File: config.mk
export PLATFORM = sky130hd
export DESIGN_NAME = tohost_exit_monitor
export DESIGN_NICKNAME = d
export VERILOG_FILES = /design/src/rtl/tohost_exit_monitor.sv
export SDC_FILE = /design/constraint.sdc
export NUM_CORES = 1
export LEC_CHECK = 0
export ABC_AREA = 1
export ABC_CLOCK_PERIOD_IN_PS = 1800
export BUFFER_PORTS_ARGS = -buffer_cell sky130_fd_sc_hd__buf_2
export CAP_MARGIN = 20
export CORE_MARGIN = 1.5
export CORE_UTILIZATION = 48
export CTS_BUF_LIST = sky130_fd_sc_hd__clkbuf_16
export DETAILED_ROUTE_END_ITERATION = 7
export PLACE_DENSITY_LB_ADDON = 0.12
export SLEW_MARGIN = 20
export SYNTH_ARGS = -nofsm -noshare
export SYNTH_HDL_FRONTEND = slang
export SYNTH_SLANG_ARGS = --single-unit
File: constraint.sdc
create_clock -name clock -period 1.8 [get_ports clock]
set_input_delay 0.54 -clock clock [delete_from_list [all_inputs] [get_ports clock]]
set_output_delay 0.54 -clock clock [all_outputs]
set_load 0.005 [all_outputs]
File: src/rtl/tohost_exit_monitor.sv
// Watches host-write (tohost) words: forwards console bytes, counts unknown words and
// turns an exit word into a pass/fail verdict after a drain delay. Optional console path: TOHOST_CONSOLE_EN.
module tohost_exit_monitor #(
  parameter int unsigned DRAIN_CYCLES = 16
) (
  input  logic        clock,
  input  logic        reset,
  input  logic        tohost_valid,
  output logic        tohost_ready,
  input  logic [63:0] tohost_bits,
  output logic        console_valid,
  input  logic        console_ready,
  output logic [7:0]  console_data,
  output logic        io_success,
  output logic        io_failure,
  output logic [46:0] io_exit_code,
  output logic [7:0]  ignored_count
);

  // Handshakes: a transfer happens on a rising edge where valid && ready are both 1;
  // valid and its data stay stable until that edge, and ready never depends on valid.

`ifdef TOHOST_CONSOLE_EN
  typedef enum logic [2:0] {
    S_IDLE    = 3'd0,
    S_DRAIN   = 3'd1,
    S_PASS    = 3'd2,
    S_FAIL    = 3'd3,
    S_CONSOLE = 3'd4
  } state_t;
`else
  typedef enum logic [2:0] {
    S_IDLE    = 3'd0,
    S_DRAIN   = 3'd1,
    S_PASS    = 3'd2,
    S_FAIL    = 3'd3
  } state_t;
`endif

  localparam logic [7:0] DRAIN_INIT = 8'(DRAIN_CYCLES);

  state_t      state;
  state_t      state_next;
  logic [7:0]  drain_cnt;
  logic        accept;
  logic        is_exit;
  logic        is_console;
  logic        is_other;
  logic [46:0] word_code;

  assign tohost_ready = (state == S_IDLE);
  assign accept       = tohost_valid && tohost_ready;
  assign word_code    = tohost_bits[47:1];

  // Exit decode wins over everything; device 0 without bit 0 falls through to "other".
  assign is_exit    = (tohost_bits[63:56] == 8'd0) && tohost_bits[0];
  assign is_console = !is_exit && (tohost_bits[63:56] == 8'd1) && (tohost_bits[55:48] == 8'd1);
  assign is_other   = !is_exit && !is_console;

  always_comb begin
    state_next = state;
    case (state)
      S_IDLE: begin
        if (accept) begin
          if (is_exit) begin
            if (DRAIN_CYCLES == 0)
              state_next = (word_code == 47'd0) ? S_PASS : S_FAIL;
            else
              state_next = S_DRAIN;
          end
`ifdef TOHOST_CONSOLE_EN
          else if (is_console) begin
            state_next = S_CONSOLE;
          end
`endif
        end
      end
      S_DRAIN: begin
        if (drain_cnt == 8'd0)
          state_next = (io_exit_code == 47'd0) ? S_PASS : S_FAIL;
      end
`ifdef TOHOST_CONSOLE_EN
      S_CONSOLE: begin
        if (console_ready)
          state_next = S_IDLE;
      end
`endif
      S_PASS:  state_next = S_PASS;
      S_FAIL:  state_next = S_FAIL;
      default: state_next = S_IDLE;
    endcase
  end

  always_ff @(posedge clock or negedge reset) begin
    if (!reset) begin
      state         <= S_IDLE;
      io_success    <= 1'b0;
      io_failure    <= 1'b0;
      io_exit_code  <= '0;
      drain_cnt     <= '0;
      ignored_count <= '0;
    end else begin
      state      <= state_next;
      io_success <= (state_next == S_PASS);
      io_failure <= (state_next == S_FAIL);
      if (accept) begin
        if (is_exit) begin
          io_exit_code <= word_code;
          drain_cnt    <= DRAIN_INIT;
        end else if (is_other && (ignored_count != 8'hFF)) begin
          ignored_count <= ignored_count + 8'd1;
        end
      end else if ((state == S_DRAIN) && (drain_cnt != 8'd0)) begin
        drain_cnt <= drain_cnt - 8'd1;
      end
    end
  end

`ifdef TOHOST_CONSOLE_EN
  assign console_valid = (state == S_CONSOLE);

  always_ff @(posedge clock or negedge reset) begin
    if (!reset)
      console_data <= '0;
    else if (accept && is_console)
      console_data <= tohost_bits[7:0];
  end
`else
  // Console words are swallowed without effect when the console path is left out.
  logic unused_console;
  assign unused_console = console_ready;
  assign console_valid  = 1'b0;
  assign console_data   = 8'd0;
`endif

endmodule

==> results.toml <==
[die]
start_util_pct = 50.7
die_area_um2 = 7330
rows = 29
die_w_um = 85.6
ios = 135
design.core.area_um2 = 6460
die_h_um = 85.6

[clocking]
insertion_delay_ns = 0.33
cts-root-buf = "clkbuf_16"
cts.clk_slew.worst_paths_ns = 0.06
postCtsSetupBuffers = 0
clockBufferDepth = 2
cts.sinks = 68
cts_buffers = 9
ctsHtreeMaxLevel = 3
tritoncts = "yes"

[critical_path]
critPathRequiredTime_ns = 1.26
critical_path_class = "reg -> out"
cp_num_buf_inv = 2
reg2reg_depth = 10
crit_slowest_cell = "dfrtp_1"
critPathMaxFanout = 3
crit_path_end_kind = "primary output"
reg2reg_slack_ns = 0.21
cp_top_family = "flip-flops"
cpPeakStageDelay_ns = 0.42
cp_cell_sequence = "nor2_4, nand2_1, clkinv_2, buf_2"
r2r_start = "drain_cnt[0]$_DFFE_PN0P_"
worstPathArrival_ns = 1.17
worstSetupStartpointType = "flop"
r2r-end = "drain_cnt[6]$_DFFE_PN0P_"
cp.depth = 4

[drt]
first_pass_iters = 6
routed_via_density = 4.95
routed_wl_mm = 7.63
num_vias = 2981
ant_nets = 0
wl_per_cell_um = 12.7
drt_iter0_markers = 168
drc = 12

[pwr]
irDropWorstVdd_mv = 0.640
internal_power_uw = 3460
power_frac_seq_pct = 38.1
power_leakage_uw = 0.00255
combPwrFrac_pct = 10.8
swShare_pct = 22.2
power_density_nw_per_um2 = 1020
netSwitchingPower_uw = 989
p_clk_share_pct = 51.1

[layout]
layout_common_cells = "126 x nand2_1, 124 x buf_2, 68 x dfrtp_1"
num-fill-cells = 554
area_growth_pct = 32.8
final_common_cell = "nand2_1"
n_antenna_cell = 0
nNetsFinal = 590
final_util_pct = 67.4
drive_above_1_share_pct = 32.0

[sta]
setup_viol = 0
fin_tns_setup_ns = 0
slew_violations = 0
skew_ns = 0.00533
hold_violations = 0
fin_crit_sh_pct = 95.2
period_needed_ns = 1.71
rsz0062_at_grt = "no"
timing.fmax_mhz = 584

[synth]
ys_warn_count = 0
ys_seq_area_share_pct = 51.9
syn_avg_cell_area_um2 = 8.34
synthesis.area_um2 = 3280
synth_top_area_share_pct = 51.9
yosys.area.top_type = "dfrtp_1"
synth_area_leaders = "dfrtp_1 52%, nand2_1 14%, nand3_1 8.4%"
synth_cells = 393
ys_types = 26
ys_ff_latch = 68

[grt]
first_global_vias = 2801
grt_pass1_wl_mm = 12.9
antenna_found_initial = 0
grt_use_met3_pct = 4.43
met2_usage_pct = 35.2
grt-busiest-layer = "met2"
use_met1_pct = 30.6
grt.total_usage_pct = 22.3
grt_max_degree = 69
grt_overflow = 0

[run_status]
status = "complete, but fails checks"
violations = "design-rule violations"

[min_path]
hp-class = "in -> async"

[place]
port_buffers = 124
gp_congestion = 0.769
hpwl_mm = 5.15

[flow_run]
drv_cap = 0
cell usage after synthesis, drive strengths merged:
master	instances
nor3	1
clkinv	1
a21oi	1
o21bai	1
ha	2
o22ai	5
conb	1
buf	25
nand3b	1
nor2	54
dfrtp	68
xor2	9
inv	19
xnor2	3
nand4	4
nand3	57
o21ai	9
nand2	132
state kept, by name, summed over array words and instances (netlist names):
register,cells
io_exit_code,47
io_success,1
ignored_count,8
state,3
drain_cnt,8
io_failure,1
power by group through the flow:
stage                     registers, uW  clock network (uW)  logic, uW
final                              1690                2280        482
after global routing               1710                2370        560
after CTS                          1700                2290        488
after detailed placement           1720                   0        484
after global placement             1720                   0        475
after floorplan                    1720                   0        272
per-stage QoR:
stage / hold WS (ns) / cells / setup slack [ns] / power, uW / area [um^2]
2_1_floorplan: 0.244 / 402 / 0.334 / 1990 / 3310
3_3_place_gp: 0.454 / 586 / 0.132 / 2190 / 3950
3_5_place_dp: 0.478 / 586 / 0.111 / 2210 / 3950
4_1_cts: 0.242 / 602 / 0.0755 / 4480 / 4340
5_1_grt: 0.256 / 602 / 0.000890 / 4640 / 4350
6_report: 0.203 / 602 / 0.0868 / 4450 / 4350
metal layers:
layer,part of all wire [%],vias to the layer above
li1,-,1480
met1,46,1362
met2,45,127
met3,7.6,12
met4,1.5,0
met5,0,-
logic make-up after synthesis:
logic type,after synthesis,share of synthesized area (%)
XOR/XNOR,12,3.21
adder cells (fa/ha/maj),2,0.764
AND/OR/NAND/NOR,249,32.4
AO/OA/AOI/OAI,16,3.40
buffers and inverters,45,8.21
other,1,0.114
flip-flops,68,51.9
cell type report:
type | instances | area [um^2] | share of cell area (%)
flip-flops and latches | 68 | 1700 | 39.1
multi-input cells | 289 | 1360 | 31.2
repair buffers | 132 | 731 | 16.8
clock buffers | 9 | 225 | 5.18
clock inverters | 7 | 163 | 3.74
well taps | 77 | 96.3 | 2.21
inverters | 20 | 76.3 | 1.75
worst max-delay path by stage:
stage | start | endpoint | slack [ns]
final | state[2]$_DFF_PN0_ | tohost_ready | 0.09
after global routing | drain_cnt[0]$_DFFE_PN0P_ | io_failure$_DFF_PN0_ | 0.0009
after CTS | state[2]$_DFF_PN0_ | tohost_ready | 0.08
after detailed placement | tohost_bits[59] | io_exit_code[24]$_DFFE_PN0P_ | 0.11
after global placement | tohost_bits[59] | io_exit_code[23]$_DFFE_PN0P_ | 0.13
after floorplan | tohost_bits[59] | io_exit_code[26]$_DFFE_PN0P_ | 0.33
timing repair:
item / in CTS / in global routing
hold endpoints to repair: 0 / 0
gates resized for setup: 0 / 2
endpoints found under the setup margin: 0 / 2
hold buffers: 0 / 0
Power figures use the tool's default switching activity.
